<file path="src/rtl/uart_tx.sv">
// uart_tx: valid/ready UART transmitter with start, LSB-first data, optional parity and 1-2 stop bits.
// tx is registered from the current state, so the line trails the FSM by one clock.
module uart_tx #(
    parameter int DATA_WIDTH   = 8,
    parameter int BAUDRATE     = 9600,
    parameter int CLK_FREQ_MHZ = 125,
    parameter int BAUD_COUNT   = CLK_FREQ_MHZ * 1_000_000 / BAUDRATE,
    parameter int PARITY_EN    = 0,
    parameter int PARITY_ODD   = 0,
    parameter int STOP_BITS    = 1
) (
    input  logic                  clk,
    input  logic                  rstn,
    input  logic [DATA_WIDTH-1:0] tx_data,
    input  logic                  tx_valid,
    output logic                  tx_ready,
    output logic                  tx,
    output logic                  tx_busy,
    output logic                  tx_done
);
    localparam int BW = (BAUD_COUNT > 2) ? $clog2(BAUD_COUNT) : 1;
    localparam int CW = $clog2(DATA_WIDTH + 1);
    localparam logic [BW-1:0] BAUD_LAST = BW'(BAUD_COUNT - 1);
    localparam logic [CW-1:0] BIT_LAST  = CW'(DATA_WIDTH - 1);

    typedef enum logic [2:0] {IDLE, START, DATA, PARITY, STOP} state_t;

    state_t                state_q, state_d;
    logic [BW-1:0]         baud_q, baud_d;
    logic [CW-1:0]         bit_q, bit_d;
    logic                  stop_q, stop_d;
    logic [DATA_WIDTH-1:0] shift_q, shift_d;
    logic                  parity_q, parity_d;
    logic                  tx_q, tx_d;
    logic                  done_q, done_d;
    logic                  bit_end;

    assign tx_ready = state_q == IDLE;
    assign tx_busy  = state_q != IDLE;
    assign tx       = tx_q;
    assign tx_done  = done_q;
    assign bit_end  = baud_q == BAUD_LAST;

    always_comb begin
        state_d  = state_q;
        baud_d   = (state_q == IDLE || bit_end) ? '0 : baud_q + BW'(1);
        bit_d    = bit_q;
        stop_d   = stop_q;
        shift_d  = shift_q;
        parity_d = parity_q;
        done_d   = 1'b0;
        tx_d     = (state_q == START)  ? 1'b0 :
                   (state_q == DATA)   ? shift_q[0] :
                   (state_q == PARITY) ? parity_q : 1'b1;
        case (state_q)
            IDLE: if (tx_valid) begin
                state_d  = START;
                shift_d  = tx_data;
                parity_d = (^tx_data) ^ 1'(PARITY_ODD);
                bit_d    = '0;
                stop_d   = 1'b0;
            end
            START:  if (bit_end) state_d = DATA;
            DATA: if (bit_end) begin
                shift_d = shift_q >> 1;
                bit_d   = bit_q + CW'(1);
                if (bit_q == BIT_LAST) state_d = (PARITY_EN != 0) ? PARITY : STOP;
            end
            PARITY: if (bit_end) state_d = STOP;
            STOP: if (bit_end) begin
                if (STOP_BITS == 2 && !stop_q) stop_d = 1'b1;
                else begin
                    state_d = IDLE;
                    done_d  = 1'b1;
                end
            end
            default: state_d = IDLE;
        endcase
    end

    always_ff @(posedge clk or negedge rstn) begin
        if (!rstn) begin
            state_q  <= IDLE;
            baud_q   <= '0;
            bit_q    <= '0;
            stop_q   <= 1'b0;
            shift_q  <= '0;
            parity_q <= 1'b0;
            tx_q     <= 1'b1;
            done_q   <= 1'b0;
        end else begin
            state_q  <= state_d;
            baud_q   <= baud_d;
            bit_q    <= bit_d;
            stop_q   <= stop_d;
            shift_q  <= shift_d;
            parity_q <= parity_d;
            tx_q     <= tx_d;
            done_q   <= done_d;
        end
    end
endmodule

</file>
<file path="config.mk">
export PLATFORM = sky130hd
export DESIGN_NAME = uart_tx
export DESIGN_NICKNAME = d
export VERILOG_FILES = /design/src/rtl/uart_tx.sv
export SDC_FILE = /design/constraint.sdc
export NUM_CORES = 1
export LEC_CHECK = 0
export CORE_UTILIZATION = 45
export CTS_BUF_LIST = sky130_fd_sc_hd__clkbuf_4 sky130_fd_sc_hd__clkbuf_8 sky130_fd_sc_hd__clkbuf_16
export DETAILED_ROUTE_END_ITERATION = 10
export DONT_BUFFER_PORTS = 1
export HOLD_SLACK_MARGIN = 0.08
export PLACE_DENSITY_LB_ADDON = 0.3
export SETUP_SLACK_MARGIN = 0.05
export SYNTH_ARGS = -nofsm -noshare
export SYNTH_HDL_FRONTEND = slang
export SYNTH_SLANG_ARGS = --single-unit
</file>
<file path="constraint.sdc">
create_clock -name clk -period 3.4 [get_ports clk]
set_clock_uncertainty 0.15 [all_clocks]
set_input_delay 0.51 -clock clk [delete_from_list [all_inputs] [get_ports clk]]
set_output_delay 0.51 -clock clk [all_outputs]
set_load 0.02 [all_outputs]
</file>
; After elaboration in Yosys (flattened, before gate mapping)
; Index checks and enable logic that the tools add are counted.
[classes]
add_sub_neg = 2
n_mul = 0
div_mod_pow = 0
magnitude_cmp = 0
n_eq_ne = 12
n_shift = 0
muxes = 19
bitwise_logic = 0
reduce_logical = 8
[op_table]
columns = op, count
row1 = 2-to-1 mux 3 bit, 6
row2 = 2-to-1 mux 8 bit, 2
row3 = one-hot mux 8 bit (2 select lines), 1
row4 = one-hot mux 3 bit (5 select lines), 1
row5 = adder 14 x 1 -> 14 bit (second input constant), 1
row6 = == test 14 bit (second input constant), 1
row7 = 2-to-1 mux 14 bit, 1
row8 = inequality test 2 bit (second input constant), 5
row9 = 2-to-1 mux 4 bit, 2
row10 = one-hot mux 4 bit (2 select lines), 1
row11 = parity 8 bit, 1
row12 = == test 3 x 2 -> 1 bit (second input constant), 2
row13 = AND reduction 6 bit, 1
row14 = 2-to-1 mux 1 bit, 5
row15 = adder 4 x 1 -> 4 bit (second input constant), 1
row16 = == test 4 x 3 -> 1 bit (second input constant), 1
row17 = == test 3 x 1 -> 1 bit (second input constant), 1
row18 = == test 3 bit (second input constant), 1
row19 = zero test 3 bit, 1
row20 = AND reduction 3 bit, 1
row21 = nonzero test 3 bit, 1
row22 = inequality test 2 x 1 -> 1 bit (second input constant), 1
row23 = AND reduction 2 bit, 1
row24 = nonzero test 2 bit, 1
row25 = logical OR 1 bit, 1
[totals]
regBits = 32
latch_bits = 0
ram_bits = 0
romBits = 0
in_bits = 11
output_inout_bits = 4
wordCells = 48
n_memories = 0

; Depth between registers and ports, before layout
[depth]
word_depth = 4
depth_mapped = 7
mapped_depth_nobuf = 5

; Worst setup path before layout
; OpenSTA, ideal clock, no wires.
[synth_timing]
path_type = register to register
from = register state_q[2]
to = register baud_q[10]
setup_ps = 121
arrival_ps = 1849
required_ps = 3129
path_slack_ps = 1280
stages_incl_launch_ff = 7
n_path_buf = 2
period_less_slack_ps = 2120
cell_sequence = dfrtp_1 > buf_2 > nor3_1 > inv_1 > nand2_1 > buf_2 > nor2_1
[synth_via]
elab_chain_len = 3
[synth_lines]
columns = element, line_no
row1 = start: declaration, 28  ; state_t state_q, state_d;
row2 = start signal: assignment, 92  ; state_q <= state_d;
row3 = zero test 3 bit, -
row4 = via tx_ready, 16  ; output logic tx_ready,
row5 = logical OR 1 bit, 46  ; baud_d = (state_q == IDLE || bit_end) ? '0 : baud_q + BW'(1);
row6 = 2-to-1 mux 14 bit, 46
row7 = via baud_d[10], 29  ; logic [BW-1:0] baud_q, baud_d;
row8 = end signal: assignment, 93  ; baud_q <= baud_d;
row9 = end: declaration, 29
; The timed path passes the listed nets, and every way through them passes these cells.
; A chain may end at the register's enable or synchronous reset.

; Final worst setup path
[layout_timing]
from = register baud_q[0]
to = register bit_q[3]
[layout_via]
elab_chain_len = 3
[layout_lines]
columns = element, line_no
row1 = == test 14 bit, 42  ; assign bit_end = baud_q == BAUD_LAST;
row2 = inequality test 2 bit (no line), -
row3 = AND reduction 3 bit (no line), -
row4 = end signal: assignment, 94  ; bit_q <= bit_d;
row5 = end: declaration, 30  ; logic [CW-1:0] bit_q, bit_d;
; No other way between the ends.

==> results.py <==
metrics = {
    "run_status": {
        "status": "finished clean",
    },
    "synthesis": {
        "synth_area_per_cell_um2": 10.5,
        "synth-simple-area-share": 0.235,
        "synth_top_area_frac": 0.481,
        "synth_nets": 166,
        "synthArstFlopShare": 1.00,
        "synth_area_leader_cell": "dfrtp_1",
        "yosysMostFrequentCell": "dfrtp_1",
        "synthMuxAreaShare": 0.00621,
        "synth.area.top_cells": "dfrtp_1, xnor2_1, o221a_2",
        "synth.cell_area_um2": 1610,
        "synth_compound_area_frac": 0.119,
        "synth_top_family_by_area": "simple AND/OR/NAND/NOR gates",
        "yosysWarnings": 0,
        "synth_xor_xnor_area_share": 0.0923,
        "synth-edff-count": 0,
        "ys_types": 37,
        "synthAdderAreaFrac": 0.0155,
        "ys_top_cells_by_count": "dfrtp_1, nor2_1, xnor2_1",
        "ys_seq_area_frac": 0.497,
        "ys.flop_type": "dfrtp_1",
        "syn_inst": 153,
        "ys_seq_elements": 32,
    },
    "placement": {
        "gp_congestion": 0.849,
        "hpwl_um": 2090,
        "dp_slack_ns": 1.06,
        "port_buffers": 0,
    },
    "setup_path": {
        "slowest_delay_ns": 0.42,
        "cp_slowest_cell": "nand2b_1",
        "crit_chain": "ha_1 -> nor4b_4 -> nand4_2 -> nand2b_1 -> a311o_1",
        "path_max_fanout": 13,
        "critPathCaptureType": "flop",
        "cp.required_ns": 3.47,
        "arrival_ns": 2.41,
        "rrSetupSlack_ns": 1.06,
        "crit_path_start_kind": "flop",
        "crit_type": "flop to flop",
    },
    "drt": {
        "antenna_left": 0,
        "vias": 1134,
        "via_per_inst": 5.59,
        "drt_wl_total_um": 2970,
        "drt_first_pass_iters": 4,
        "drtIter0Drc": 54,
        "drc_errors": 0,
        "routedWlPerCell_um": 14.6,
    },
    "final_layout": {
        "drive_gt1_frac": 0.178,
        "syn2layout_area_growth_pct": 9.31,
        "antenna_cells": 0,
        "nets": 169,
    },
    "grt": {
        "grt_pass1_wl_um": 4860,
        "antenna_found_initial": 0,
        "first_global_vias": 1096,
        "grt.total_usage": 0.181,
        "grt_max_degree": 33,
        "grt_overflow": 0,
    },
    "clock_tree": {
        "clk_pin_slew_ns": 0.10,
        "tritoncts": "yes",
        "clockRootBuffer": "clkbuf_4",
        "h-tree-depth": 2,
        "cts.sinks": 32,
        "post-cts-setup-buffer-count": 0,
        "cts_buffer_depth": 2,
        "clk_latency_ns": 0.33,
        "cts_buffers": 5,
    },
    "sta": {
        "relSlewSlack": 0.705,
        "max_freq_mhz": 427,
        "worst_pin_slew_ns": 0.441,
        "slew_viol_final": 0,
        "fin_crit_ns": 2.34,
        "setup_tns_ns": 0,
        "fin_ws_ns": 1.06,
        "fin_crit_sh": 0.688,
        "finalHoldViolCount": 0,
        "setup_viol": 0,
        "rsz0062_at_grt": "false",
    },
    "floorplanning": {
        "dieArea_um2": 3830,
        "io_pins": 15,
        "row_count": 21,
        "core-area_um2": 3390,
        "initial_core_util": 0.476,
        "die_w_um": 61.9,
        "die_y_um": 61.9,
    },
    "min_path": {
        "hp-class": "input port to flop",
    },
    "flow_run": {
        "cap_viol_max_count": 0,
    },
    "power": {
        "powerDensity_nw_per_um2": 551,
        "leakage_nw": 0.749,
        "irDropWorstVdd_mv": 0.257,
    },
}
==> logic make-up (layout without fill, tap and decap cells) <==
logic type | after synthesis | count (layout)
fa+ha+maj | 2 | 2
buf+inv | 11 | 15
flops | 32 | 32
simple gates | 66 | 66
mux | 1 | 1
xor+xnor | 17 | 17
compound gates | 24 | 24
==> through the flow <==
step	power [mW]	hold WS [ns]	instances	utilization	instance area, um2
2_1_floorplan	0.608	0.0644	153	-	1610
3_3_place_gp	0.635	0.0653	193	0.483	1640
3_5_place_dp	0.643	0.0650	193	0.483	1640
4_1_cts	0.980	0.207	203	0.520	1760
5_1_grt	1.02	0.221	203	0.520	1760
6_report	0.971	0.209	203	0.520	1760
==> layer usage <==
| layer | part of all wire | global-route usage | up-vias | wire, um |
|---|---|---|---|---|
| met3 | 0.044 | 0.0600 | 4 | 130 |
| li1 | - | - | 547 | - |
| met1 | 0.44 | 0.217 | 559 | 1310 |
| met5 | 0 | 0 | - | 0 |
| met2 | 0.50 | 0.298 | 24 | 1490 |
| met4 | 0.012 | 0.0794 | 0 | 37 |
==> worst paths after layout <==
| path | startpoint | to | cells after the start |
|---|---|---|---|
| worst max-delay path | baud_q[0] | bit_q[3] | 5 |
| worst min-delay path | tx_valid | state_q[0] | 2 |
| worst max register to register | baud_q[0] | bit_q[3] | 5 |
| worst min register to register | baud_q[0] | baud_q[0] | 1 |
| max in group asynchronous | rstn | tx | 2 |
| min in group asynchronous | rstn | baud_q[5] | 2 |
==> timing repair <==
item | 4_1_cts | 5_1_grt
resized for setup | 0 | 0
hold endpoints to repair | 32 | 0
hold buffers | 2 | 0
==> critical path: cells and delay by family, from the launching register on <==
family | cells | cell delay (ns)
AND/OR/NAND/NOR | 3 | 0.99
AO/OA/AOI/OAI | 1 | 0.42
adder cells (fa/ha/maj) | 1 | 0.29
flip-flops | 1 | 0.38
==> cell usage in the layout, fill, tap and decap left out, drive strengths merged, types with 7 or more instances in the layout <==
master   n
dfrtp   31
xnor2   10
and3     7
xor2     7
nor2    16
nand3    8
nand2    8
clkbuf   7
or2      8
o221a    7
==> report_power, final <==
group	switching [mW]	internal (mW)	leakage, nW
clock network	0.130	0.195	0.0515
logic	0.0723	0.0809	0.289
registers	0.0534	0.439	0.408
total	0.256	0.715	0.749
==> registers in the layout, summed over array words and instances, names as in the netlist <==
| signal | cells |
|---|---|
| baud_q | 14 |
| shift_q | 8 |
| bit_q | 4 |
| state_q | 3 |
| parity_q | 1 |
| tx | 1 |
| tx_done | 1 |
==> layout make-up <==
cell class                 instances  area [um2]
clock buffer                       7        65.1
clock inverter                     1        30.0
fill                             305        1630
inverter                           4        15.0
multi-input combinational        110         756
sequential                        32         802
tap                               46        57.6
timing repair buffer               3        37.5
(Power assumes the default switching activity.)
